**config.mk**
```make
export PLATFORM = sky130hd
export DESIGN_NAME = keypad_scanner
export DESIGN_NICKNAME = d
export VERILOG_FILES = /design/src/rtl/keypad_pkg.sv /design/src/rtl/sync2.sv /design/src/rtl/keypad_scanner.sv
export SDC_FILE = /design/constraint.sdc
export NUM_CORES = 1
export LEC_CHECK = 0
export ABC_AREA = 1
export ABC_CLOCK_PERIOD_IN_PS = 3550
export CAP_MARGIN = 20
export CELL_PAD_IN_SITES_DETAIL_PLACEMENT = 2
export CELL_PAD_IN_SITES_GLOBAL_PLACEMENT = 2
export CORE_MARGIN = 2
export CORE_UTILIZATION = 40
export CTS_BUF_LIST = sky130_fd_sc_hd__clkbuf_8
export DETAILED_ROUTE_END_ITERATION = 8
export PLACE_DENSITY = 0.85
export SETUP_SLACK_MARGIN = 0.3
export SYNTH_ARGS = -nofsm -noshare
export SYNTH_HDL_FRONTEND = slang
export SYNTH_SLANG_ARGS = --single-unit
```
**constraint.sdc**
```tcl
create_clock -name clk -period 3.55 [get_ports clk]
set_input_delay 0.355 -clock clk [delete_from_list [all_inputs] [get_ports clk]]
set_output_delay 0.355 -clock clk [all_outputs]
set_load 0.02 [all_outputs]
```
**src/rtl/keypad_pkg.sv**
```systemverilog
// Shared types and constants for the 4x4 keypad scanner.
// Holds the FSM state enum, the row-drive table and the key-code width.
package keypad_pkg;

   localparam int KEY_W = 4;

   typedef enum logic [1:0] {
      IDLE,
      DEBOUNCE,
      HELD,
      RELEASE
   } state_t;

   // Active-low one-hot row drive, indexed by row number.
   localparam logic [3:0] ROW_DRIVE [4] = '{
      4'b1110, 4'b1101, 4'b1011, 4'b0111
   };

endpackage

```
**src/rtl/sync2.sv**
```systemverilog
// Parameterised-width two-flop synchroniser for asynchronous inputs.
// Ports: clk, rst_n (async active-low, resets to all ones), d (async in), q (synced out).
module sync2 #(
   parameter int W = 4
) (
   input  logic         clk,
   input  logic         rst_n,
   input  logic [W-1:0] d,
   output logic [W-1:0] q
);

   logic [W-1:0] meta;

   always_ff @(posedge clk or negedge rst_n) begin
      if (!rst_n) begin
         meta <= '1;
         q    <= '1;
      end else begin
         meta <= d;
         q    <= meta;
      end
   end

endmodule

```
**src/rtl/keypad_scanner.sv**
```systemverilog
// 4x4 active-low matrix keypad scanner with whole-scan debounce and valid/ack output.
// Ports: clk, rst_n, ROWSEL (row drive), COL (raw columns), key_code/key_valid/key_ack,
// key_held (accepted key still down), key_overrun (press accepted over an unread key).
module keypad_scanner
   import keypad_pkg::*;
#(
   parameter int SCAN_DIV       = 1000,
   parameter int DEBOUNCE_SCANS = 4
) (
   input  logic             clk,
   input  logic             rst_n,
   output logic [3:0]       ROWSEL,
   input  logic [3:0]       COL,
   output logic [KEY_W-1:0] key_code,
   output logic             key_valid,
   input  logic             key_ack,
   output logic             key_held,
   output logic             key_overrun
);

   localparam int DW = $clog2(SCAN_DIV);
   localparam int CW = $clog2(DEBOUNCE_SCANS + 1);
   localparam logic [DW-1:0] DWELL_LAST = DW'(SCAN_DIV - 1);
   localparam logic [DW-1:0] DWELL_ONE  = DW'(1);
   localparam logic [CW-1:0] CNT_DONE   = CW'(DEBOUNCE_SCANS);
   localparam logic [CW-1:0] CNT_ONE    = CW'(1);

   logic [3:0]       col_s;
   logic [DW-1:0]    dwell;
   logic [1:0]       row;
   logic             sample;
   logic             eos;
   logic             acc_hit;
   logic [KEY_W-1:0] acc_code;
   logic             col_hit;
   logic [1:0]       col_idx;
   logic             prev_hit;
   logic             scan_hit;
   logic [KEY_W-1:0] scan_code;

   state_t           state;
   state_t           state_n;
   logic [CW-1:0]    cnt;
   logic [CW-1:0]    cnt_n;
   logic [KEY_W-1:0] cand;
   logic [KEY_W-1:0] cand_n;
   logic             accept;
   logic             release_key;

   sync2 #(.W(4)) u_col_sync (
      .clk   (clk),
      .rst_n (rst_n),
      .d     (COL),
      .q     (col_s)
   );

   assign sample = (dwell == DWELL_LAST);
   assign eos    = sample && (row == 2'd3);

   // Lowest low column wins within a row.
   assign col_hit = ~&col_s;
   always_comb begin
      col_idx = 2'd0;
      for (int i = 3; i >= 0; i--) begin
         if (!col_s[i]) col_idx = 2'(i);
      end
   end

   // Row 0 starts a fresh scan; earlier rows of this scan have priority.
   assign prev_hit  = acc_hit && (row != 2'd0);
   assign scan_hit  = prev_hit || col_hit;
   assign scan_code = prev_hit ? acc_code : {row, col_idx};

   always_ff @(posedge clk or negedge rst_n) begin
      if (!rst_n) begin
         dwell    <= '0;
         row      <= 2'd0;
         ROWSEL   <= 4'b1110;
         acc_hit  <= 1'b0;
         acc_code <= '0;
      end else if (sample) begin
         dwell    <= '0;
         row      <= row + 2'd1;
         ROWSEL   <= ROW_DRIVE[row + 2'd1];
         acc_hit  <= scan_hit;
         acc_code <= scan_code;
      end else begin
         dwell <= dwell + DWELL_ONE;
      end
   end

   always_comb begin
      state_n     = state;
      cnt_n       = cnt;
      cand_n      = cand;
      accept      = 1'b0;
      release_key = 1'b0;
      if (eos) begin
         unique case (state)
            IDLE: begin
               if (scan_hit) begin
                  cand_n = scan_code;
                  if (CNT_DONE == CNT_ONE) begin
                     accept  = 1'b1;
                     state_n = HELD;
                     cnt_n   = '0;
                  end else begin
                     state_n = DEBOUNCE;
                     cnt_n   = CNT_ONE;
                  end
               end
            end
            DEBOUNCE: begin
               if (scan_hit && (scan_code == cand)) begin
                  if (cnt + CNT_ONE == CNT_DONE) begin
                     accept  = 1'b1;
                     state_n = HELD;
                     cnt_n   = '0;
                  end else begin
                     cnt_n = cnt + CNT_ONE;
                  end
               end else begin
                  state_n = IDLE;
                  cnt_n   = '0;
               end
            end
            HELD: begin
               if (!scan_hit) begin
                  if (CNT_DONE == CNT_ONE) begin
                     release_key = 1'b1;
                     state_n     = IDLE;
                     cnt_n       = '0;
                  end else begin
                     state_n = RELEASE;
                     cnt_n   = CNT_ONE;
                  end
               end
            end
            RELEASE: begin
               if (!scan_hit) begin
                  if (cnt + CNT_ONE == CNT_DONE) begin
                     release_key = 1'b1;
                     state_n     = IDLE;
                     cnt_n       = '0;
                  end else begin
                     cnt_n = cnt + CNT_ONE;
                  end
               end else begin
                  state_n = HELD;
                  cnt_n   = '0;
               end
            end
            default: begin
               state_n = IDLE;
               cnt_n   = '0;
            end
         endcase
      end
   end

   always_ff @(posedge clk or negedge rst_n) begin
      if (!rst_n) begin
         state <= IDLE;
         cnt   <= '0;
         cand  <= '0;
      end else begin
         state <= state_n;
         cnt   <= cnt_n;
         cand  <= cand_n;
      end
   end

   // An accept overrides a same-cycle ack; overrun only if the old key was not taken.
   always_ff @(posedge clk or negedge rst_n) begin
      if (!rst_n) begin
         key_code    <= '0;
         key_valid   <= 1'b0;
         key_held    <= 1'b0;
         key_overrun <= 1'b0;
      end else begin
         key_overrun <= 1'b0;
         if (accept) begin
            key_code    <= cand_n;
            key_valid   <= 1'b1;
            key_held    <= 1'b1;
            key_overrun <= key_valid && !key_ack;
         end else if (key_valid && key_ack) begin
            key_valid <= 1'b0;
         end
         if (release_key) key_held <= 1'b0;
      end
   end

endmodule

```
==> Word level (Yosys, flattened, before mapping) <==
Index checks and enable logic that the tools add are counted.
{ "totals": {"regBits": 45, "out_inout_bits": 11, "word_cells": 82} }
{ "classes": {"add_sub_neg": 3, "magnitude_cmp": 1, "n_eq_ne": 11, "n_mux": 37, "bitwise": 1, "n_reduce_logical": 15} }
{ "ops": {"columns": ["op", "count"], "rows": [
  ["$mux 4", 6],
  ["$mux 2", 10],
  ["$mux 3", 5],
  ["$mux 1", 12],
  ["$pmux 3 s4", 1],
  ["$add 10x1->10 const B", 1],
  ["$eq 10x10->1 const B", 1],
  ["$mux 10", 1],
  ["$bmux 4 s2", 1],
  ["$pmux 2 s4", 1],
  ["$eq 2x2->1 const B", 3],
  ["$ne 3x3->1 const B", 2],
  ["$reduce_bool 2->1", 3],
  ["$logic_and 1x1->1", 5],
  ["$reduce_and 5->1", 1],
  ["$eq 4x4->1", 1],
  ["$ne 2x2->1 const B", 2],
  ["$reduce_and 4->1", 1],
  ["$add 3x1->3 const B", 1],
  ["$eq 3x3->1 const B", 1],
  ["$ge 3x3->1 const B", 1],
  ["$not 2->3", 1],
  ["$reduce_and 3->1", 1],
  ["$add 2x1->2 const B", 1],
  ["other kinds (4)", 5]
]} }

==> Logic depth before layout (Yosys ltp) <==
{ "logic_depth": {"depth_word": 12, "ltp_mapped": 16, "depth_no_buf": 16} }

==> Cells and area by module <==
From an unflattened synthesis, not the netlist that was laid out.
{ "unflattened": {"cells_unflattened": 241, "area_unflattened_um2": 2199.6} }
{ "by_module_without_submodules": {"columns": ["module", "n_inst", "cells_per_inst", "area_each_um2", "seq_area_each_um2"], "rows": [
  ["keypad_scanner", 1, 233, 1989.4, 929.6],
  ["sync2", 1, 8, 210.2, 210.2]
]} }

==> Worst setup path after synthesis <==
No wires, ideal clock.
{ "synth_path": {"kind": "register to register", "startpoint": "register row[0]", "endpoint": "register key_code[1]", "setup_ps": 118, "arrival_ps": 1619, "required_time_ps": 3432, "slack_ps": 1814, "stages_incl_launch_ff": 15, "n_path_buf": 1, "period_less_slack_ps": 1736, "cell_sequence": "dfrtp_1 > inv_1 > ha_1 > inv_1 > nand2_4 > clkinv_2 > nand2_2 > nand2_1 > nand2_1 > nand2_1 > nor2_2 > nand4_1 > buf_6 > nand2_1 > o21ai_2"} }
{ "synth_via": {"elab_chain_len": 8, "word_cells_on_any_way": 14, "cone_classes": "eq/ne: 2; mux: 7; reduce/logical: 5"} }
{ "synth_rtl": {"columns": ["item", "line_no", "source"], "rows": [
  ["from (decl)", "keypad_scanner.sv:30", "logic [1:0] row;"],
  ["from (signal assigned)", "keypad_scanner.sv:83", "row <= row + 2'd1;"],
  ["$reduce_bool 2->1", "keypad_scanner.sv:70", "assign prev_hit = acc_hit && (row != 2'd0);"],
  ["$logic_and 1x1->1", "keypad_scanner.sv:70", null],
  ["$mux 4", "keypad_scanner.sv:72", "assign scan_code = prev_hit ? acc_code : {row, col_idx};"],
  ["$eq 4x4->1", "keypad_scanner.sv:114", "if (scan_hit && (scan_code == cand)) begin"],
  ["$logic_and 1x1->1", "keypad_scanner.sv:114", null],
  ["$mux 1", "keypad_scanner.sv:114", null],
  ["$mux 1", "keypad_scanner.sv:99", "unique case (state)"],
  ["$mux 1", "keypad_scanner.sv:98", "if (eos) begin"],
  ["to (signal assigned)", "keypad_scanner.sv:183", "key_code <= cand_n;"],
  ["to (decl)", "keypad_scanner.sv:14", "output logic [KEY_W-1:0] key_code,"]
]} }
Several ways; a longest one is shown, not always the timed one.
A chain may end at the register's enable or synchronous reset.

==> Worst setup path in the final report <==
Same ends and word-level chain as after synthesis.

==> results_dict.tcl <==
set metrics [dict create \
    first_pass_iters 4 \
    rsz0062_at_grt "no" \
    hold_buffers 0 \
    slew_violations 0 \
    final_common_cell "nand2_1" \
    synth_cell_type_count 27 \
    start_util_pct 41.8 \
    fmax_mhz 398 \
    wire_per_inst_um 16.9 \
    core_area_mm2 0.00514 \
    diodes 0 \
    intPower_mw 0.758 \
    syn2layout_area_growth_pct 16.5 \
    crit_type "flip-flop to flip-flop" \
    power_density_mw_per_mm2 384 \
    crit_fanout 11 \
    final_cells 333 \
    root_buffer "clkbuf_8" \
    antenna_found_initial 0 \
    dieArea_mm2 0.00598 \
    status "finished clean" \
    finalSetupViolCount 0 \
    cts_made_buffers 5 \
    yosysSeqAreaShare_pct 53.0 \
    hold_path_class "input port to async pin" \
    synth.cell_area_mm2 0.00215 \
    placed_cells 325 \
    slew_headroom_pct 34.3 \
    cts_tree "done" \
    p_comb_share_pct 2.8 \
    overflow 0 \
    tightest_slew_ns 0.986 \
    clkSinkCount 45 \
    clock_path_buffers 2 \
    holdWs_ns 0.209 \
    rr_startpoint "row[0]" \
    maxCapViolCount 0 \
    avgSynthCellArea_um2 8.92 \
    cp.arrival_ns 2.69 \
    final_cell_mix "nand2_1 (58), inv_1 (38), dfrtp_1 (34)" \
    critPathLaunchType "flip-flop" \
    post-route-drc-count 0 \
    syn_inst 241 \
    p_sw_mw 0.205 \
    die_h_um 77.3 \
    crit_start "row[0]" \
    grt_max_degree 46 \
    vias 1662 \
    skew_ns 0.0132 \
    hold_viol_final 0 \
    grt_pass1_wl_mm 9.69 \
    critPathRequiredTime_ns 3.73 \
    die_x_um 77.3 \
    ant_nets 0 \
    final_layout_size_suffix_gt1_share_pct 14.8 \
    ys_ff_latch 45 \
    gp_congestion 0.750 \
    io_pins 18 \
    endpoint_kind "flip-flop" \
    fin_nets 278 \
    cts_htree_levels 2 \
    seqPwrFrac_pct 54.4 \
    swShare_pct 21.2 \
    cts.repair.resized 0 \
    fin_crit_ns 2.51 \
    avgViaCountPerCell 4.99 \
    drtIter0Drc 51 \
    grt_pass1_vias 1945 \
    num_rows 26 \
    min_period_over_period_pct 70.7 \
    dp.final_hpwl_mm 3.83 \
    postCtsSetupRepairBufs 0 \
    port_buffers 17 \
    insertion_delay_ns 0.30 \
    pwr-share-clk_pct 42.7 \
    syn_nets 257 \
    grt_usage_pct 21.0 \
    tns_ns 0 \
    ys_warn_count 0 \
    clkTransAtPathRegs_ns 0.10 \
    p_leak_nw 1.21 \
    vdd_drop_max_uv 196 \
    drt_wl_total_mm 5.61 \
]
[worst paths after layout]
| check | endpoint | slack (ns) | cells past startpoint |
|---|---|---|---|
| min reg2reg | u_col_sync.q[2] | 0.35 | 0 |
| min in group clk | u_col_sync.q[2] | 0.35 | 0 |
| max reg2reg | key_code[1] | 1.04 | 13 |
| max | key_code[1] | 1.04 | 13 |
| min | dwell[8] | 0.21 | 1 |
| max in group asynchronous | cnt[1] | 2.72 | 1 |
[flip-flops by register name (all words and copies together), names as in the netlist]
signal and count:
key_held 1, ROWSEL 4, state 2, acc_hit 1
key_valid 1, cand 4, cnt 3, key_overrun 1
row 2, u_col_sync.q 4, u_col_sync.meta 4, dwell 10
acc_code 4, key_code 4
[synth_stat cells]
master    number  area share, %
o21ai_0       15            3.5
a21oi_2        1           0.41
nor3_2         1           0.47
a21oi_1        6            1.4
a211oi_1       1           0.35
nand2_2        4            1.2
nand3_2        2           0.93
nand3_1       13            3.0
nand3_4        1           0.82
o21a_1         4            1.4
clkbuf_1       2           0.35
xor2_1         2           0.82
o21ai_2        4            1.6
nand4_4        1           0.99
clkinv_2       2           0.47
nor2_2         2           0.58
nand2_4        1           0.52
ha_1           9            5.2
nand3b_1       1           0.35
dfstp_2       11             13
dfrtp_1       34             40
nand2_1       58             10
inv_1         38            6.6
nor3_1         6            1.4
nand4_1        2           0.58
nor2_1        19            3.3
buf_6          1           0.52
[power by group through the flow]
stage               sequential (mW)  clock [mW]  combinational, mW
floorplan                     0.533           0            0.00756
CTS                           0.524       0.427             0.0285
global placement              0.533           0             0.0261
detailed placement            0.534           0             0.0277
finish                        0.524       0.411             0.0273
global route                  0.525       0.444             0.0309
[layout make-up]
| cell class | instances | area [µm²] |
|---|---|---|
| Timing Repair Buffer | 17 | 165 |
| Sequential cell | 45 | 1140 |
| Multi-Input combinational cell | 153 | 838 |
| Tap cell | 70 | 87.6 |
| Fill cell | 603 | 2640 |
| Clock buffer | 6 | 82.6 |
| Inverter | 40 | 153 |
| Clock inverter | 2 | 37.5 |
[metal layers]
metal / wire [µm] / vias up / track usage [%]
met5: 0 / - / 0
met4: 35 / 0 / 6.43
met3: 103 / 2 / 2.71
met2: 3060 / 12 / 39.0
met1: 2410 / 856 / 25.0
li1: - / 792 / -
[critical path, cell delays in order, from the launching register on]
cell	delay, ns
dfrtp_1	0.43
inv_1	0.16
ha_1	0.18
inv_1	0.09
nand2_4	0.11
clkinv_2	0.09
nand2_1	0.13
nand2_1	0.09
nand2_1	0.07
nand2_1	0.09
nor2_2	0.15
nand4_1	0.48
nand2_1	0.24
o21ai_2	0.07
[through the flow]
stage | total power [mW] | utilization [%] | setup slack (ns) | cell area, µm²
after floorplan | 0.540 | - | 1.81 | 2150
after global placement | 0.560 | 46.4 | 1.26 | 2380
after global routing | 0.999 | 48.7 | 0.764 | 2500
after detailed placement | 0.562 | 46.4 | 1.09 | 2380
final | 0.963 | 48.7 | 1.04 | 2500
after CTS | 0.979 | 48.7 | 1.01 | 2500
[cell families (layout without fill, tap and decap cells)]
| group | Yosys count | in the layout | synth area share (%) |
|---|---|---|---|
| simple gates | 111 | 111 | 24.3 |
| flops | 45 | 45 | 53.0 |
| buf+inv | 43 | 65 | 7.97 |
| compound gates | 31 | 31 | 8.67 |
| fa+ha+maj | 9 | 9 | 5.24 |
| xor+xnor | 2 | 2 | 0.815 |
Note: power is estimated with default switching activity, not from simulation.
